**config.mk**
```make
export PLATFORM = sky130hd
export DESIGN_NAME = tl_line_master
export DESIGN_NICKNAME = d
export VERILOG_FILES = /design/src/rtl/tl_line_master.sv
export SDC_FILE = /design/constraint.sdc
export NUM_CORES = 1
export LEC_CHECK = 0
export BUFFER_PORTS_ARGS = -buffer_cell sky130_fd_sc_hd__buf_2
export CORE_AREA = 2 2 545 547
export CTS_CLUSTER_SIZE = 10
export DETAILED_ROUTE_END_ITERATION = 6
export DIE_AREA = 0 0 547 549
export GPL_TIMING_DRIVEN = 0
export SYNTH_ARGS = -nofsm -noshare
export SYNTH_HDL_FRONTEND = slang
export SYNTH_SLANG_ARGS = --single-unit
```
**constraint.sdc**
```tcl
create_clock -name clk -period 8.3 [get_ports clk]
set_clock_uncertainty 0.15 [all_clocks]
set_input_delay 0 -clock clk [delete_from_list [all_inputs] [get_ports clk]]
set_output_delay 0 -clock clk [all_outputs]
set_load 0.1 [all_outputs]
```
**src/rtl/tl_line_master.sv**
```systemverilog
// Whole-line TileLink master: one Get or a BEATS-beat PutFullData per request, D beats gathered into a line.
// A fields are zero whenever a_valid is low; rsp_* and ready outputs come straight from state registers.
module tl_line_master #(
    parameter int LINE_SIZE_LOG2 = 6,
    parameter int SOURCE_ID      = 0,
    localparam int LINE_BITS     = 8 << LINE_SIZE_LOG2
) (
    input  logic                 clk,
    input  logic                 rst,
    input  logic                 req_valid,
    output logic                 req_ready,
    input  logic                 req_wr,
    input  logic [31:0]          req_addr,
    input  logic [LINE_BITS-1:0] req_data,
    output logic                 rsp_valid,
    input  logic                 rsp_ready,
    output logic                 rsp_wr,
    output logic [LINE_BITS-1:0] rsp_data,
    output logic                 rsp_err,
    output logic [2:0]           tlmst_a_opcode,
    output logic [2:0]           tlmst_a_param,
    output logic [7:0]           tlmst_a_size,
    output logic [2:0]           tlmst_a_source,
    output logic [31:0]          tlmst_a_address,
    output logic [15:0]          tlmst_a_mask,
    output logic [127:0]         tlmst_a_data,
    output logic                 tlmst_a_corrupt,
    output logic                 tlmst_a_valid,
    input  logic                 tlmst_a_ready,
    input  logic [2:0]           tlmst_d_opcode,
    input  logic [1:0]           tlmst_d_param,
    input  logic [7:0]           tlmst_d_size,
    input  logic [2:0]           tlmst_d_source,
    input  logic [2:0]           tlmst_d_sink,
    input  logic                 tlmst_d_denied,
    input  logic [127:0]         tlmst_d_data,
    input  logic                 tlmst_d_corrupt,
    input  logic                 tlmst_d_valid,
    output logic                 tlmst_d_ready
);
    localparam int BEATS = 1 << (LINE_SIZE_LOG2 - 4);
    localparam int BW    = (BEATS > 1) ? $clog2(BEATS) : 1;
    localparam int IW    = LINE_SIZE_LOG2 + 3;
    localparam logic [BW-1:0] LAST_BEAT = BW'(BEATS - 1);
    localparam logic [31:0]   ADDR_LOW  = (32'd1 << LINE_SIZE_LOG2) - 32'd1;

    typedef enum logic [1:0] {IDLE, A_SEND, D_WAIT, RESP} state_t;

    state_t                state_q;
    logic [BW-1:0]         beat_cnt_q;
    logic                  err_q;
    logic                  wr_q;
    logic [31:0]           addr_q;
    logic [LINE_BITS-1:0]  line_q;
    logic [IW-1:0]         slot;
    logic                  a_active;
    logic                  d_bad;

    // One buffer serves both directions: writeback source and refill destination.
    assign slot     = IW'({beat_cnt_q, 7'd0});
    assign a_active = (state_q == A_SEND);
    assign d_bad    = tlmst_d_denied | tlmst_d_corrupt |
                      (tlmst_d_opcode != (wr_q ? 3'd0 : 3'd1));

    always_ff @(posedge clk) begin
        if (rst) begin
            state_q    <= IDLE;
            beat_cnt_q <= '0;
            err_q      <= 1'b0;
            wr_q       <= 1'b0;
            addr_q     <= '0;
            line_q     <= '0;
        end else begin
            case (state_q)
                IDLE: if (req_valid) begin
                    wr_q       <= req_wr;
                    addr_q     <= req_addr & ~ADDR_LOW;
                    line_q     <= req_data;
                    beat_cnt_q <= '0;
                    err_q      <= 1'b0;
                    state_q    <= A_SEND;
                end
                A_SEND: if (tlmst_a_ready) begin
                    if (!wr_q) begin
                        state_q <= D_WAIT;
                    end else if (beat_cnt_q == LAST_BEAT) begin
                        beat_cnt_q <= '0;
                        state_q    <= D_WAIT;
                    end else begin
                        beat_cnt_q <= beat_cnt_q + 1'b1;
                    end
                end
                D_WAIT: if (tlmst_d_valid) begin
                    err_q <= err_q | d_bad;
                    if (wr_q) begin
                        state_q <= RESP;
                    end else begin
                        line_q[slot +: 128] <= tlmst_d_data;
                        if (beat_cnt_q == LAST_BEAT) state_q <= RESP;
                        else beat_cnt_q <= beat_cnt_q + 1'b1;
                    end
                end
                RESP: if (rsp_ready) state_q <= IDLE;
                default: state_q <= IDLE;
            endcase
        end
    end

    assign req_ready     = (state_q == IDLE);
    assign rsp_valid     = (state_q == RESP);
    assign rsp_wr        = wr_q;
    assign rsp_data      = line_q;
    assign rsp_err       = err_q;
    assign tlmst_d_ready = (state_q == D_WAIT);

    assign tlmst_a_valid   = a_active;
    assign tlmst_a_opcode  = a_active ? (wr_q ? 3'd0 : 3'd4) : 3'd0;
    assign tlmst_a_param   = 3'd0;
    assign tlmst_a_size    = a_active ? 8'(LINE_SIZE_LOG2) : 8'd0;
    assign tlmst_a_source  = a_active ? 3'(SOURCE_ID) : 3'd0;
    assign tlmst_a_address = a_active ? addr_q : 32'd0;
    assign tlmst_a_mask    = a_active ? 16'hFFFF : 16'h0000;
    assign tlmst_a_data    = (a_active && wr_q) ? line_q[slot +: 128] : 128'd0;
    assign tlmst_a_corrupt = 1'b0;

    logic unused_d_fields;
    assign unused_d_fields = ^{tlmst_d_param, tlmst_d_size, tlmst_d_source, tlmst_d_sink};
endmodule

```
== Word level (Yosys, flattened, before mapping) ==
Index checks and enable logic that the tools add are counted.

* Bits in registers: 544
* Input port bits: 700
* Output and inout port bits: 712
* Word-level logic and storage cells: 69

* $add $sub $neg: 2
* Equal/unequal tests: 14
* Shift-type cells: 3
* Multiplexer cells: 32
* Bitwise gates (word level): 3
* Reductions and logical operators: 9

{| class="wikitable"
|+ Operators with widths
! operator !! number
|-
| $mux 512 || 3
|-
| $pmux 512 s2 || 1
|-
| $bwmux 512 || 1
|-
| $shift 128x11->512 const A || 1
|-
| $shiftx 128x11->512 || 1
|-
| $shiftx 512x10->128 || 1
|-
| $mux 128 || 1
|-
| $mux 32 || 1
|-
| $mux 2 || 15
|-
| $mux 16 || 1
|-
| $ne 2x2->1 const B || 6
|-
| $neg 9->11 || 1
|-
| $mux 3 || 3
|-
| $pmux 2 s4 || 1
|-
| $reduce_and 7->1 || 1
|-
| $eq 2x2->1 const B || 3
|-
| $pmux 2 s3 || 1
|-
| $reduce_and 6->1 || 1
|-
| $reduce_and 4->1 || 1
|-
| $mux 1 || 3
|-
| $ne 3x1->1 || 1
|-
| $ne 3x1->1 const B || 1
|-
| $ne 3x2->1 const B || 1
|-
| $or 1x1->1 || 3
|-
| other kinds (10) || 10
|}

== Longest topological paths before layout ==
* Depth in word-level cells: 6
* Gate-level depth with buffers: 10
* Mapped depth without buffers: 6

== Worst setup path before layout ==
Ideal clock, no wire load.

* Kind: register to output
* Start: register state_q[1]
* End: output tlmst_a_opcode[2]
* Arrival time: 3507 ps
* Path slack: 4643 ps
* Stages on the path, launching flop included: 6
* Path buffers: 2
* Cells stage by stage: dfxtp_1 -> inv_1 -> ha_1 -> clkbuf_1 -> clkbuf_1 -> nor2b_1

* Cells in the longest elaborated chain, start to end: 2

{| class="wikitable"
|+ RTL lines
! what !! RTL line !! RTL
|-
| start, declared || 49 || <nowiki>state_t state_q;</nowiki>
|-
| start signal, assigned || 67 || <nowiki>state_q <= IDLE;</nowiki>
|-
| start signal, assigned || 81 || <nowiki>state_q <= A_SEND;</nowiki>
|-
| start signal, assigned || 85 || <nowiki>state_q <= D_WAIT;</nowiki>
|-
| $eq 2x1->1 || 61 || <nowiki>assign a_active = (state_q == A_SEND);</nowiki>
|-
| via tlmst_a_valid || 28 || <nowiki>output logic tlmst_a_valid,</nowiki>
|-
| $mux 3 || 117 || <nowiki>assign tlmst_a_opcode = a_active ? (wr_q ? 3'd0 : 3'd4) : 3'd0;</nowiki>
|-
| end, declared || 20 || <nowiki>output logic [2:0] tlmst_a_opcode,</nowiki>
|}

The timed path passes the listed nets, and every way through them passes these cells.

== Final worst setup path ==
* Start: register beat_cnt_q[1]
* End: register line_q[395] (netlist: rsp_data[395])

* Cells in the longest elaborated chain, start to end: 6
* Elaborated cells on any way between the ends: 7
* Those cells by class: add/sub: 1; shift: 2; mux: 4

{| class="wikitable"
|+ RTL lines
! what !! RTL line !! RTL
|-
| start, declared || 50 || <nowiki>logic [BW-1:0] beat_cnt_q;</nowiki>
|-
| start signal, assigned || 90 || <nowiki>beat_cnt_q <= beat_cnt_q + 1'b1;</nowiki>
|-
| start signal, assigned || 100 || <nowiki>else beat_cnt_q <= beat_cnt_q + 1'b1;</nowiki>
|-
| $neg 9->11 * || 98 || <nowiki>line_q[slot +: 128] <= tlmst_d_data;</nowiki>
|-
| $shiftx 128x11->512 / $shift 128x11->512 (equally long branches) || 98 ||
|-
| $bwmux 512 * || 98 ||
|-
| $mux 512 * || 95 || <nowiki>if (wr_q) begin</nowiki>
|-
| $mux 512 * || 93 || <nowiki>D_WAIT: if (tlmst_d_valid) begin</nowiki>
|-
| $pmux 512 s2 * || 74 || <nowiki>case (state_q)</nowiki>
|-
| end signal, assigned || 78 || <nowiki>line_q <= req_data;</nowiki>
|-
| end signal, assigned by index || 98 ||
|-
| end, declared || 54 || <nowiki>logic [LINE_BITS-1:0] line_q;</nowiki>
|}

Mark *: on every way between the ends. The rest lies on a longest branch, timed or not. The select of a mux whose other input is x is not followed.
A chain may end at the register's enable or synchronous reset.

==> flow_metrics.env <==
export IMPL_seq_area_frac_synth_pct=38.9
export IMPL_met1_usage_pct=26.2
export IMPL_start_kind="flip-flop"
export IMPL_final_cell_area_um2=58800
export IMPL_cts_sinks=544
export IMPL_start_util_pct=9.49
export IMPL_htreeDepth=3
export IMPL_syn_area_um2=28000
export IMPL_hold_viol_final=0
export IMPL_leakage_nw=25.9
export IMPL_placed_area_um2=40000
export IMPL_grt_met2_usage_pct=34.0
export IMPL_busiest_layer="met2"
export IMPL_p_clk_share_pct=11.7
export IMPL_tightest_slew_ns=1.48
export IMPL_place_inst=8239
export IMPL_setup_viol=0
export IMPL_cts_root_buf="clkbuf_16"
export IMPL_period_share_pct=89.3
export IMPL_die_area_um2=300000
export IMPL_hold_class="primary input to flip-flop"
export IMPL_utilization_pct=19.9
export IMPL_port_buffers=1367
export IMPL_endpoint_kind="flip-flop"
export IMPL_die_h_um=549
export IMPL_stdcell_count=10100
export IMPL_clock_latency_ns=0.79
export IMPL_worst_ep_required_time_ns=8.88
export IMPL_grt_pass1_vias=42800
export IMPL_cts_resized=0
export IMPL_place_congestion=1.02
export IMPL_cp_max_fo=10
export IMPL_outcome="finished clean"
export IMPL_cts_tree="yes"
export IMPL_min_period_ns=7.41
export IMPL_ys_types=41
export IMPL_track_usage_pct=23.0
export IMPL_drive_gt1_share_pct=34.3
export IMPL_finalSetupTns_ns=0
export IMPL_via_per_inst=4.38
export IMPL_hpwl_mm=287
export IMPL_synth_top_area_share_pct=38.9
export IMPL_p_sw_share_pct=64.5
export IMPL_rows=200
export IMPL_first_iter_violations=5805
export IMPL_clk_pin_slew_ns=0.06
export IMPL_grt_overflow=0
export IMPL_path_buf_inv=7
export IMPL_crit_path_top_delay_cell="nor4_2"
export IMPL_p_seq_share_pct=18.0
export IMPL_synth_area_top_cells="dfxtp_1, a221oi_1, mux4_2"
export IMPL_pre_cts_slack_ns=1.70
export IMPL_cp_cell_sequence="buf_2, buf_1, inv_1, ha_1, nor4_2, buf_2, buf_2, a221oi_1, dlygate4sd3_1, nor3_1, dlygate4sd3_1"
export IMPL_relSlewSlack_pct=1.56
export IMPL_finalWirelength_mm=362
export IMPL_area_growth_pct=110
export IMPL_yosysWarnings=0
export IMPL_grt_use_met3_pct=11.6
export IMPL_coreArea_um2=295000
export IMPL_cap_violations=0
export IMPL_yosys_area_top_type="dfxtp_1"
export IMPL_avgSynthCellArea_um2=9.64
export IMPL_p_sw_mw=20.5
export IMPL_postCtsSetupRepairBufs=0
export IMPL_wire_per_inst_um=35.9
export IMPL_final_setup_worst_slack_ns=0.886
export IMPL_ir_drop_uv=600
export IMPL_grt_max_degree=27
export IMPL_antenna_left=0
export IMPL_ys_ff_latch=544
export IMPL_cts_path_max_buffers=4
export IMPL_cts_inserted_buffers=79
export IMPL_synth_async_reset_ratio_pct=0
export IMPL_path_common_cell="buf_2"
export IMPL_comb_power_share_pct=70.3
export IMPL_grt_pass1_wl_mm=451
export IMPL_internal_power_mw=11.3
export IMPL_path_class="flip-flop to flip-flop"
export IMPL_fillers=32400
export IMPL_crit_arrival_ns=7.99
export IMPL_synth_flop_cell="dfxtp_1"
export IMPL_hold_worst_slack_ns=0.0343
export IMPL_syn_inst=2906
export IMPL_antenna_found_initial=164
export IMPL_pwr_density_cell_nw_per_um2=539
export IMPL_synth_edf_count=0
export IMPL_cpPeakStageDelay_ns=1.08
export IMPL_drc=0
export IMPL_nNetsFinal=6684
export IMPL_crit_family="buffers and inverters"
export IMPL_vias=44100
export IMPL_chipWidth_um=547
export IMPL_dr_pass1_iters=6
export IMPL_finalPower_mw=31.7
export IMPL_ios=1412
export IMPL_report_final_slew_viol_count=0
export IMPL_fmax_mhz=135
export IMPL_rsz0062_at_grt="no"
worst reg2reg max path, stage by stage (launching register included):
cell and delay, ns:
dfxtp_1 0.56, buf_2 0.92, buf_1 0.84, inv_1 0.21, ha_1 0.45, nor4_2 1.08, buf_2 0.99, buf_2 0.62
a221oi_1 0.17, dlygate4sd3_1 0.64, nor3_1 0.16, dlygate4sd3_1 0.58
final cells by class:
type / instances / area [um^2] / share of cell area, %
antenna: 112 / 280 / 0.476
buffer: 393 / 2060 / 3.51
clock buffer: 107 / 2190 / 3.73
clock inverter: 23 / 417 / 0.708
inverter: 7 / 26.3 / 0.0447
multi-input combinational: 1982 / 15100 / 25.7
sequential: 544 / 10900 / 18.5
tap: 3939 / 4930 / 8.38
timing repair buffer: 2965 / 22900 / 38.9
layout by cell type (no fill, tap or decap), drive strengths merged, types with 27 or more instances in the layout:
| master | n |
|---|---|
| nor2 | 513 |
| nor3 | 512 |
| diode | 112 |
| a221oi | 513 |
| nand2 | 57 |
| and2 | 27 |
| a21oi | 33 |
| dlygate4sd3 | 1590 |
| and3 | 128 |
| clkbuf | 285 |
| mux4 | 128 |
| dfxtp | 544 |
| buf | 1590 |
synth_stat cells (11+ instances only):
| master | number |
|---|---|
| clkbuf_1 | 178 |
| nor2_1 | 513 |
| a21oi_1 | 33 |
| buf_4 | 52 |
| ha_1 | 12 |
| and3_1 | 128 |
| a221oi_1 | 393 |
| nand2_1 | 57 |
| mux4_2 | 128 |
| buf_12 | 11 |
| dfxtp_1 | 544 |
| nor3_2 | 120 |
| nor3_1 | 392 |
| and2_1 | 27 |
| buf_2 | 124 |
| a221oi_2 | 120 |
| buf_1 | 23 |
routing by layer:
metal | routed length [um] | share of wire, %
met1 | 134000 | 37
met2 | 152000 | 42
met3 | 50200 | 14
met4 | 25200 | 7.0
met5 | 657 | 0.18
power groups by stage:
stage,registers (mW),logic [mW],clock network [mW]
4_1_cts,5.57,21.9,3.74
3_3_place_gp,5.60,19.6,0
3_5_place_dp,5.62,19.6,0
6_report,5.71,22.3,3.70
2_1_floorplan,13.0,5.30,0
5_1_grt,5.74,23.0,3.81
path summary, 6_finish.rpt:
check / from / end / slack (ns) / cells past startpoint
max reg2reg: beat_cnt_q[1]$_SDFFE_PP0P_ / rsp_data[395]$_SDFFE_PP0P_ / 0.89 / 11
min reg2reg: addr_q[17]$_SDFFE_PP0P_ / addr_q[17]$_SDFFE_PP0P_ / 0.30 / 2
min: rst / rsp_err$_SDFFE_PP0P_ / 0.03 / 4
max: beat_cnt_q[1]$_SDFFE_PP0P_ / rsp_data[395]$_SDFFE_PP0P_ / 0.89 / 11
registers in the layout (all words and copies together), names as in the netlist:
| register | cells |
|---|---|
| rsp_data | 512 |
| addr_q | 26 |
| rsp_err | 1 |
| state_q | 2 |
| rsp_wr | 1 |
| beat_cnt_q | 2 |
cells by family after synthesis:
| family | after synthesis | synth area share (%) |
|---|---|---|
| compound gates | 557 | 19.7 |
| xor+xnor | 1 | 0.0313 |
| fa+ha+maj | 12 | 0.536 |
| buf+inv | 400 | 7.38 |
| flops | 544 | 38.9 |
| mux | 133 | 10.5 |
| other cells | 1 | 0.0134 |
| simple gates | 1258 | 23.0 |
repair_timing:
item | in CTS | in global routing
endpoints found under the hold margin | 544 | 0
endpoints found under the setup margin | 0 | 0
hold buffers | 1590 | 0
Note: power is estimated with default switching activity, not from simulation.
